<file path="config.mk">
export PLATFORM = sky130hd
export DESIGN_NAME = wallace_mult_pipe_flat
export DESIGN_NICKNAME = d
export VERILOG_FILES = /design/src/rtl/wallace_mult_pipe_pkg.sv /design/src/rtl/wallace_mult_pipe_if.sv /design/src/rtl/wallace_csa_row.sv /design/src/rtl/wallace_mult_pipe.sv /design/src/flat_wrapper.sv
export SDC_FILE = /design/constraint.sdc
export NUM_CORES = 1
export LEC_CHECK = 0
export BUFFER_PORTS_ARGS = -buffer_cell sky130_fd_sc_hd__clkbuf_2
export CAP_MARGIN = 20
export CORE_ASPECT_RATIO = 1.2
export CORE_MARGIN = 2
export CORE_UTILIZATION = 35
export CTS_CLUSTER_DIAMETER = 150
export CTS_CLUSTER_SIZE = 40
export DETAILED_ROUTE_END_ITERATION = 6
export GPL_ROUTABILITY_DRIVEN = 1
export RECOVER_POWER = 50
export SLEW_MARGIN = 20
export SYNTH_ARGS = -nofsm -noshare
export SYNTH_HDL_FRONTEND = slang
export SYNTH_SLANG_ARGS = --single-unit
export TNS_END_PERCENT = 50
</file>
<file path="constraint.sdc">
create_clock -name clk -period 5.41 [get_ports clk]
set_clock_uncertainty 0.05 [all_clocks]
set_input_delay 0 -clock clk [delete_from_list [all_inputs] [get_ports clk]]
set_output_delay 0 -clock clk [all_outputs]
set_load 0.01 [all_outputs]
</file>
<file path="src/rtl/wallace_mult_pipe_pkg.sv">
// rtl/wallace_mult_pipe_pkg.sv - shared types and sizing helpers for the pipelined Wallace multiplier
// Contents: prod_w(), rows_after(), wallace_levels(), row_pair_t.
package wallace_pkg;

  localparam int MAX_PROD_W = 64;

  // Registered (sum, carry) pair leaving the reduction tree; sized for the widest legal build.
  typedef struct packed {
    logic [MAX_PROD_W-1:0] sum;
    logic [MAX_PROD_W-1:0] carry;
  } row_pair_t;

  function automatic int prod_w(input int width);
    return 2 * width;
  endfunction

  // Row count left after 'levels' Wallace levels: each triple becomes two rows,
  // and leftover rows (one or two) pass on unchanged in count.
  function automatic int rows_after(input int rows, input int levels);
    int r;
    r = rows;
    for (int i = 0; i < levels; i++) begin
      if (r > 2) r = 2 * (r / 3) + r % 3;
    end
    return r;
  endfunction

  // Number of reduction levels needed to reach two rows (8 rows -> 4 levels).
  function automatic int wallace_levels(input int rows);
    int r;
    int n;
    r = rows;
    n = 0;
    while (r > 2) begin
      r = 2 * (r / 3) + r % 3;
      n = n + 1;
    end
    return n;
  endfunction

endpackage

</file>
<file path="src/rtl/wallace_mult_pipe_if.sv">
// rtl/wallace_mult_pipe_if.sv - operand/result handshake bundle for wallace_mult_pipe
// Input side: in_valid, in_ready, in_a, in_b, in_tag (+ in_signed with WALLACE_SIGNED_EN).
// Output side: out_valid, out_ready, out_prod, out_tag.
// slave = multiplier side, master = producer/consumer side.
interface wallace_mult_pipe_if #(
  parameter int WIDTH = 8,
  parameter int TAG_W = 4
);
  import wallace_pkg::*;

  logic                       in_valid;
  logic                       in_ready;
  logic [WIDTH-1:0]           in_a;
  logic [WIDTH-1:0]           in_b;
  logic [TAG_W-1:0]           in_tag;
`ifdef WALLACE_SIGNED_EN
  logic                       in_signed;
`endif
  logic                       out_valid;
  logic                       out_ready;
  logic [prod_w(WIDTH)-1:0]   out_prod;
  logic [TAG_W-1:0]           out_tag;

`ifdef WALLACE_SIGNED_EN
  modport slave  (input  in_valid, in_a, in_b, in_tag, in_signed, out_ready,
                  output in_ready, out_valid, out_prod, out_tag);
  modport master (output in_valid, in_a, in_b, in_tag, in_signed, out_ready,
                  input  in_ready, out_valid, out_prod, out_tag);
`else
  modport slave  (input  in_valid, in_a, in_b, in_tag, out_ready,
                  output in_ready, out_valid, out_prod, out_tag);
  modport master (output in_valid, in_a, in_b, in_tag, out_ready,
                  input  in_ready, out_valid, out_prod, out_tag);
`endif

endinterface

</file>
<file path="src/rtl/wallace_csa_row.sv">
// rtl/wallace_csa_row.sv - N-bit row of full adders (3:2 carry-save compressor)
// Ports: x, y, z (N-bit rows in), sum (N-bit), carry (N-bit, already shifted up one column).
// Tie z to zero for a half-adder row.
module wallace_csa_row #(
  parameter int N = 16
) (
  input  logic [N-1:0] x,
  input  logic [N-1:0] y,
  input  logic [N-1:0] z,
  output logic [N-1:0] sum,
  output logic [N-1:0] carry
);

  logic [N-1:0] maj;
  logic         unused_cout;

  assign sum   = x ^ y ^ z;
  assign maj   = (x & y) | (x & z) | (y & z);
  // The carry out of the top column falls off the product width.
  assign carry = {maj[N-2:0], 1'b0};
  assign unused_cout = maj[N-1];

endmodule

</file>
<file path="src/rtl/wallace_mult_pipe.sv">
// rtl/wallace_mult_pipe.sv - three-stage elastic Wallace-tree multiplier with tag sideband
// Ports: clk, rst (async, active high), io (wallace_mult_pipe_if.slave).
// S0 holds operands -> partial products; S1 holds reduced (sum, carry); S2 holds out_prod/out_tag.
// Macro WALLACE_SIGNED_EN adds in_signed and Baugh-Wooley two's-complement products.
module wallace_mult_pipe
  import wallace_pkg::*;
#(
  parameter int WIDTH = 8,
  parameter int TAG_W = 4
) (
  input  logic                  clk,
  input  logic                  rst,
  wallace_mult_pipe_if.slave    io
);

  localparam int PW = prod_w(WIDTH);
`ifdef WALLACE_SIGNED_EN
  // Extra row carries the Baugh-Wooley correction constants.
  localparam int NROWS = WIDTH + 1;
`else
  localparam int NROWS = WIDTH;
`endif
  localparam int LEVELS = wallace_levels(NROWS);

  logic                  v0_q, v0_d, v1_q, v1_d, v2_q, v2_d;
  logic                  adv0, adv1, adv2, in_ready, accept;
  logic [WIDTH-1:0]      a0_q, a0_d, b0_q, b0_d;
  logic [TAG_W-1:0]      tag0_q, tag0_d, tag1_q, tag1_d, out_tag_q, out_tag_d;
`ifdef WALLACE_SIGNED_EN
  logic                  sgn0_q, sgn0_d;
`endif
  row_pair_t             pair_q, pair_d;
  logic [PW-1:0]         out_prod_q, out_prod_d, cpa_sum, red_sum, red_carry;
  logic [NROWS*PW-1:0]   pp_flat;
  logic                  rc;
  logic                  unused_pair;

  // Handshake: in_ready depends on stage occupancy and out_ready only, never on in_valid.
  always_comb begin
    adv2     = v2_q & io.out_ready;
    adv1     = v1_q & (~v2_q | adv2);
    adv0     = v0_q & (~v1_q | adv1);
    in_ready = ~v0_q | adv0;
    accept   = io.in_valid & in_ready;
  end

  always_comb begin
    v0_d       = accept | (v0_q & ~adv0);
    v1_d       = adv0 | (v1_q & ~adv1);
    v2_d       = adv1 | (v2_q & ~adv2);
    out_prod_d = adv1 ? cpa_sum : out_prod_q;
    out_tag_d  = adv1 ? tag1_q  : out_tag_q;
  end

  always_comb begin
    a0_d   = accept ? io.in_a   : a0_q;
    b0_d   = accept ? io.in_b   : b0_q;
    tag0_d = accept ? io.in_tag : tag0_q;
`ifdef WALLACE_SIGNED_EN
    sgn0_d = accept ? io.in_signed : sgn0_q;
`endif
    tag1_d = adv0 ? tag0_q : tag1_q;
    pair_d = pair_q;
    if (adv0) begin
      pair_d                 = '0;
      pair_d.sum[PW-1:0]     = red_sum;
      pair_d.carry[PW-1:0]   = red_carry;
    end
  end

  // Partial-product array: row i is a & b[i] placed at column offset i.
  always_comb begin
    pp_flat = '0;
    for (int i = 0; i < WIDTH; i++) begin
      for (int j = 0; j < WIDTH; j++) begin
`ifdef WALLACE_SIGNED_EN
        // Terms touching exactly one operand MSB are inverted in signed mode.
        pp_flat[i*PW + i + j] = (a0_q[j] & b0_q[i]) ^ (sgn0_q & ((i == WIDTH-1) != (j == WIDTH-1)));
`else
        pp_flat[i*PW + i + j] = a0_q[j] & b0_q[i];
`endif
      end
    end
`ifdef WALLACE_SIGNED_EN
    pp_flat[WIDTH*PW + WIDTH]  = sgn0_q;
    pp_flat[WIDTH*PW + PW - 1] = sgn0_q;
`endif
  end

  // Wallace levels: rows taken in triples; a leftover pair goes through a
  // half-adder row, a leftover single row passes straight through.
  for (genvar l = 0; l < LEVELS; l++) begin : g_lvl
    localparam int RIN  = rows_after(NROWS, l);
    localparam int NG   = RIN / 3;
    localparam int REM  = RIN % 3;
    localparam int ROUT = 2 * NG + REM;

    logic [RIN*PW-1:0]  rin;
    logic [ROUT*PW-1:0] rout;

    if (l == 0) begin : g_src
      assign rin = pp_flat;
    end else begin : g_src
      assign rin = g_lvl[l-1].rout;
    end

    for (genvar g = 0; g < NG; g++) begin : g_fa
      wallace_csa_row #(.N(PW)) u_fa (
        .x     (rin[(3*g)*PW +: PW]),
        .y     (rin[(3*g+1)*PW +: PW]),
        .z     (rin[(3*g+2)*PW +: PW]),
        .sum   (rout[(2*g)*PW +: PW]),
        .carry (rout[(2*g+1)*PW +: PW])
      );
    end

    if (REM == 2) begin : g_ha
      wallace_csa_row #(.N(PW)) u_ha (
        .x     (rin[(3*NG)*PW +: PW]),
        .y     (rin[(3*NG+1)*PW +: PW]),
        .z     ({PW{1'b0}}),
        .sum   (rout[(2*NG)*PW +: PW]),
        .carry (rout[(2*NG+1)*PW +: PW])
      );
    end else if (REM == 1) begin : g_pass
      assign rout[(2*NG)*PW +: PW] = rin[(3*NG)*PW +: PW];
    end
  end

  assign red_sum   = g_lvl[LEVELS-1].rout[0 +: PW];
  assign red_carry = g_lvl[LEVELS-1].rout[PW +: PW];

  // Final ripple carry-propagate add; the carry out of the top bit is dropped.
  always_comb begin
    cpa_sum = '0;
    rc      = 1'b0;
    for (int k = 0; k < PW; k++) begin
      cpa_sum[k] = pair_q.sum[k] ^ pair_q.carry[k] ^ rc;
      rc         = (pair_q.sum[k] & pair_q.carry[k]) | (rc & (pair_q.sum[k] ^ pair_q.carry[k]));
    end
  end

  // Columns above PW are always zero in narrower builds.
  assign unused_pair = ^pair_q;

  always_ff @(posedge clk or posedge rst) begin
    if (rst) begin
      v0_q       <= 1'b0;
      v1_q       <= 1'b0;
      v2_q       <= 1'b0;
      out_prod_q <= '0;
      out_tag_q  <= '0;
    end else begin
      v0_q       <= v0_d;
      v1_q       <= v1_d;
      v2_q       <= v2_d;
      out_prod_q <= out_prod_d;
      out_tag_q  <= out_tag_d;
    end
  end

  always_ff @(posedge clk) begin
    a0_q   <= a0_d;
    b0_q   <= b0_d;
    tag0_q <= tag0_d;
`ifdef WALLACE_SIGNED_EN
    sgn0_q <= sgn0_d;
`endif
    tag1_q <= tag1_d;
    pair_q <= pair_d;
  end

  assign io.in_ready  = in_ready;
  assign io.out_valid = v2_q;
  assign io.out_prod  = out_prod_q;
  assign io.out_tag   = out_tag_q;

endmodule

</file>
<file path="src/flat_wrapper.sv">
// flat-port wrapper written by rule: the top's interface ports become plain ports
module wallace_mult_pipe_flat import wallace_pkg::*;
#(
  parameter int WIDTH = 8,
  parameter int TAG_W = 4
)
  (clk, rst, io_in_valid, io_in_a, io_in_b, io_in_tag, io_out_ready, io_in_ready, io_out_valid, io_out_prod, io_out_tag);
  wallace_mult_pipe_if #(.WIDTH(WIDTH), .TAG_W(TAG_W)) io_i ();
  input  logic clk;
  input  logic rst;
  input wire logic [$bits(io_i.in_valid)-1:0] io_in_valid;
  input wire logic [$bits(io_i.in_a)-1:0] io_in_a;
  input wire logic [$bits(io_i.in_b)-1:0] io_in_b;
  input wire logic [$bits(io_i.in_tag)-1:0] io_in_tag;
  input wire logic [$bits(io_i.out_ready)-1:0] io_out_ready;
  output wire logic [$bits(io_i.in_ready)-1:0] io_in_ready;
  output wire logic [$bits(io_i.out_valid)-1:0] io_out_valid;
  output wire logic [$bits(io_i.out_prod)-1:0] io_out_prod;
  output wire logic [$bits(io_i.out_tag)-1:0] io_out_tag;
  assign io_i.in_valid = io_in_valid;
  assign io_i.in_a = io_in_a;
  assign io_i.in_b = io_in_b;
  assign io_i.in_tag = io_in_tag;
  assign io_i.out_ready = io_out_ready;
  assign io_in_ready = io_i.in_ready;
  assign io_out_valid = io_i.out_valid;
  assign io_out_prod = io_i.out_prod;
  assign io_out_tag = io_i.out_tag;
  wallace_mult_pipe #(.WIDTH(WIDTH), .TAG_W(TAG_W)) u_core (.clk(clk), .rst(rst), .io(io_i));
endmodule
</file>
# Yosys cells after proc, flatten, opt, wreduce, memory -nomap -nowiden

Cells that the tools add are included.

Multiply operators: 0
Bitwise gates (word level): 196
Add/subtract/negate cells: 0
Divide/modulo/power cells: 0
Shift-type cells: 0
Equality and inequality tests: 0
Mux-type cells: 0
Magnitude comparators: 0
Reductions and logical operators: 0

Operators with widths:

| operator         | count |
|---|---|
| $and A15 B15 Y15 | 8 |
| $or A15 B15 Y15  | 8 |
| $and A1 B1 Y1    | 98 |
| $xor A16 B16 Y16 | 5 |
| $and A14 B15 Y15 | 3 |
| $xor A1 B1 Y1    | 29 |
| $or A1 B1 Y1     | 19 |
| $xor A14 B16 Y16 | 1 |
| $xor A16 B13 Y16 | 1 |
| $and A11 B15 Y15 | 1 |
| $and A15 B11 Y15 | 1 |
| $xor A14 B15 Y15 | 1 |
| $and A11 B13 Y13 | 1 |
| $and A12 B13 Y13 | 1 |
| $or A12 B13 Y13  | 1 |
| $or A13 B13 Y13  | 1 |
| $xor A12 B13 Y13 | 1 |
| $and A11 B12 Y12 | 1 |
| $xor A11 B12 Y12 | 1 |
| $xor A10 B11 Y11 | 1 |
| $and A8 B10 Y10  | 1 |
| $and A9 B10 Y10  | 1 |
| $or A10 B10 Y10  | 1 |
| $or A9 B10 Y10   | 1 |
| 4 further kinds  | 9 |

Memories kept: 0
RAM bits: 0
Word-level logic and storage cells: 207
Input bits: 24
Latch bits: 0
Output and inout port bits: 22
Memory bits (read-only): 0
Flip-flop bits (word level): 78

# Longest topological paths before layout

Word-level depth: 28
Mapped depth: 12
Depth with buffers taken out: 12

# Hierarchy

Synthesis repeated with hierarchy kept, for this count alone.

Cells, all modules: 318
Area total of the unflattened synthesis: 5730.5 µm²

Modules (own cells, without submodules):

| module            | instances | seq. area each (µm²) | area an instance (µm²) | cells an instance |
|---|---|---|---|---|
| wallace_mult_pipe | 1         | 2257.2               | 3383.2                 | 192 |
| wallace_csa_row   | 7         | 0.0                  | 335.3                  | 18 |

# Worst setup path before layout

No wires, ideal clock.

Path type: reg-to-reg
Start point: reg u_core.pair_q[5] (netlist name)
End point: reg u_core.out_prod_q[15], in the netlist u_core.io.out_prod[15]
Path buffers: 0
Stages on the path, launching flop included: 13
Clock period less this slack: 5.171 ns
Required time: 5.235 ns
Setup slack: 0.239 ns
Setup time: 0.125 ns
Data arrival time: 4.996 ns
Cells stage by stage: edfxtp_1 -> ha_1 -> fa_1 -> fa_1 -> fa_1 -> fa_1 -> fa_1 -> fa_1 -> fa_1 -> fa_1 -> fa_1 -> xnor2_1 -> mux2_4

Cells in the longest elaborated chain, start to end: 22
Elaborated cells on any way between the ends: 23
Classes of those cells: bitwise (23)

RTL lines:

| what                   | line                     | text |
|---|---|---|
| start, declared        | wallace_mult_pipe.sv:32  | `row_pair_t pair_q, pair_d;` |
| start signal, assigned | wallace_mult_pipe.sv:170 | `pair_q <= pair_d;` |
| $xor A1 B1 Y1          | wallace_mult_pipe.sv:139 | `rc = (pair_q.sum[k] & pair_q.carry[k]) \| (rc & (pair_q.sum[k] ^ pair_q.carry[k]));` |
| $and A1 B1 Y1          | wallace_mult_pipe.sv:139 |  |
| $or A1 B1 Y1 (*)       | wallace_mult_pipe.sv:139 |  |
| $and A1 B1 Y1 (*)      | wallace_mult_pipe.sv:139 |  |
| $or A1 B1 Y1 (*)       | wallace_mult_pipe.sv:139 |  |
| $and A1 B1 Y1 (*)      | wallace_mult_pipe.sv:139 |  |
| $or A1 B1 Y1 (*)       | wallace_mult_pipe.sv:139 |  |
| $and A1 B1 Y1 (*)      | wallace_mult_pipe.sv:139 |  |
| [6 not listed]         | n/a                      |  |
| $or A1 B1 Y1 (*)       | wallace_mult_pipe.sv:139 |  |
| $and A1 B1 Y1 (*)      | wallace_mult_pipe.sv:139 |  |
| $or A1 B1 Y1 (*)       | wallace_mult_pipe.sv:139 |  |
| $and A1 B1 Y1 (*)      | wallace_mult_pipe.sv:139 |  |
| $or A1 B1 Y1 (*)       | wallace_mult_pipe.sv:139 |  |
| $and A1 B1 Y1 (*)      | wallace_mult_pipe.sv:139 |  |
| $or A1 B1 Y1 (*)       | wallace_mult_pipe.sv:139 |  |
| $xor A1 B1 Y1 (*)      | wallace_mult_pipe.sv:138 | `cpa_sum[k] = pair_q.sum[k] ^ pair_q.carry[k] ^ rc;` |
| end signal, assigned   | wallace_mult_pipe.sv:157 | `out_prod_q <= out_prod_d;` |
| end, declared          | wallace_mult_pipe.sv:33  | `logic [PW-1:0] out_prod_q, out_prod_d, cpa_sum, red_sum, red_carry;` |

Mark *: on every way between the ends. The rest lies on a longest branch, timed or not.
A chain may end at the register's enable or synchronous reset.

# Worst setup path after layout

Ends and elaborated chain as after synthesis.

==> flow_summary.yaml <==
setup_path:
  r2r_setup_slack_ns: 0.23
  critPathKind: "register to register"
  path_buf_inv: 0
  crit_path_max_fanout: 1
  crit_arrival_ns: 5.34
  crit_path_frequent_cell: "fa_1"
  reg2reg_depth: 12
  startpoint_type: "register"
  r2r-start: "u_core.pair_q[5]"
  crit_cells: 12
  worst_setup_path_end_kind: "register"
  slowest_stage: "fa_1"
  crit_chain: "ha_1, fa_1, fa_2, fa_1, fa_1, fa_1, fa_1, fa_2, fa_1, fa_1, xnor2_1, mux2_4"
  startpoint: "u_core.pair_q[5]"
  crit_family: "adder cells"
  max_stage_delay_ns: 0.47
  required_ns: 5.58
clocking:
  clockBufferDepth: 2
  clock_latency_ns: 0.33
  cts_tree: "done"
  h-tree-depth: 3
  postCtsSetupRepairBufs: 0
  clk_pin_slew_ns: 0.06
  clock-sinks: 74
  cts-root-buf: "clkbuf_16"
  cts_buffers: 9
run_status:
  outcome: "complete, no violations"
hold_path:
  holdCritPathClass: "input pin to asynchronous set/reset pin"
layout:
  nFillCells: 1100
  multiInputGateArea_um2: 1970
  final_cell_mix: "61 x and2_1, 51 x edfxtp_1, 44 x fa_1"
  diodes: 0
  drive_above_1_share_pct: 15.3
  final_nets: 444
  seqCellArea_um2: 2110
  finalNonFillerCells: 515
  area_growth_pct: 21.0
  layout_commonest_cell: "and2_1"
synthesis:
  avgSynthCellArea_um2: 15.8
  ys_warn_count: 0
  synth.distinct_cells: 15
  ys_ff_latch: 74
  syn_area_um2: 4240
  ys_seq_area_share_pct: 49.7
  syn_inst: 269
  syn-num-nets: 364
grt:
  antenna_found_initial: 0
  grt_pass1_vias: 2400
  grt_pass1_wl_mm: 11.6
  grt_start_max_net_pins: 32
  grt_use_total_pct: 11.6
  grt_overflow: 0
timing:
  fmax_ghz: 0.193
  rsz0062_at_grt: "no"
  min_period_over_period_pct: 95.7
  fin_setup_tns_ns: 0
  hold_viol_final: 0
  slew_headroom_pct: 19.7
  slew_viol_final: 0
  setup_violations: 0
  tightest_slew_ns: 1.20
  hold_slack_ns: 0.0889
  min_period_ns: 5.18
floorplanning:
  core_area_um2: 11900
  die_w_um: 105
  dieArea_um2: 13000
  start_util_pct: 35.5
  die_h_um: 125
  rows: 44
  pin_count: 46
placement:
  port_buffers: 45
  dp_cells: 474
  place_hpwl_mm: 4.89
  gp_routability_congestion: 0.798
route:
  via_per_inst: 4.27
  drtIter0Drc: 53
  vias: 2201
  routed_wl_mm: 6.63
  dr.pass1.iters: 4
  route.detailed.drc: 0
  ant_nets: 0
  detail_route.wl_per_cell_um: 12.9
pwr:
  p_per_area_nw_per_um2: 385
  vdd_ir_drop_max_mv: 0.194
  p_leak_nw: 2.21
  total_power_mw: 1.98
run:
  max_cap_viol_count: 0
## per-stage QoR
| stage | instance area [um^2] | worst slack (ns) | utilization [%] |
|---|---|---|---|
| 2_1_floorplan | 4240 | 0.239 | - |
| 3_3_place_gp | 4650 | 0.114 | 39.0 |
| 3_5_place_dp | 4650 | 0.0801 | 39.0 |
| 4_1_cts | 5200 | 0.0693 | 43.5 |
| 5_1_grt | 5130 | 0.0721 | 43.0 |
| 6_report | 5130 | 0.233 | 43.0 |
## per-layer routing
layer	part of all wire [%]	global-route usage, %
met5	0	0
met1	44	14.4
met4	2.4	5.64
met3	3.6	3.04
met2	50	18.7
## flip-flops by register name (all words and copies together) (netlist names)
name and flops:
u_core.io.out_prod 16, u_core.v1_q 1, u_core.tag0_q 4, u_core.pair_q 27, u_core.b0_q 8, u_core.v0_q 1, u_core.tag1_q 4, u_core.a0_q 8
u_core.io.out_tag 4, u_core.io.out_valid 1
## cells in the mapped netlist
| cell type | count | area, um^2 |
|---|---|---|
| nor2b_4 | 1 | 13.8 |
| or2_2 | 1 | 6.26 |
| inv_1 | 27 | 101 |
| nand2_1 | 4 | 15.0 |
| xnor2_1 | 2 | 17.5 |
| mux2_4 | 20 | 300 |
| nand2b_4 | 1 | 13.8 |
| fa_1 | 46 | 921 |
| nand2b_1 | 2 | 12.5 |
| buf_6 | 2 | 22.5 |
| ha_1 | 25 | 313 |
| edfxtp_1 | 51 | 1530 |
| nand3_1 | 1 | 5.00 |
| dfrtp_1 | 23 | 576 |
| and2_1 | 63 | 394 |
## power breakdown
group	leakage [nW]	switching [mW]	total, mW	internal, mW
combinational	1.30	0.261	0.545	0.284
sequential	0.765	0.0734	0.844	0.771
clock	0.148	0.234	0.589	0.355
total	2.21	0.568	1.98	1.41
## layout make-up
class / count / share of cell area, %
flip-flops and latches: 74 / 41.0
multi-input cells: 166 / 38.3
well taps: 161 / 3.92
clock buffers: 11 / 5.14
inverters: 27 / 1.97
repair buffers: 71 / 8.75
clock inverters: 5 / 0.829
## worst paths after layout
check,to
max,u_core.io.out_prod[15]
min,u_core.io.out_prod[10]
max reg2reg,u_core.io.out_prod[15]
min reg2reg,u_core.tag1_q[1]
max in group asynchronous,u_core.io.out_prod[8]
min in group clk,u_core.b0_q[6]
## kinds of logic (layout without fill, tap and decap cells)
kind of cell / Yosys count / count (layout) / synth area share [%]
buf+inv: 29 / 114 / 2.92
simple gates: 73 / 73 / 10.9
flops: 74 / 74 / 49.7
mux: 20 / 20 / 7.08
fa+ha+maj: 71 / 71 / 29.1
xor+xnor: 2 / 2 / 0.413
## repair_timing
item                                    4_1_cts  5_1_grt
gates resized for setup                       0        2
endpoints found under the setup margin        0        1
endpoints found under the hold margin        46        0
hold buffers                                 24        0
## worst register-to-register path, stage by stage, from the launching register on
cell	delay (ns)
edfxtp_1	0.37
ha_1	0.23
fa_1	0.46
fa_2	0.41
fa_1	0.46
fa_1	0.46
fa_1	0.46
fa_1	0.47
fa_2	0.41
fa_1	0.45
fa_1	0.44
xnor2_1	0.13
mux2_4	0.26
Power figures use the tool's default switching activity.
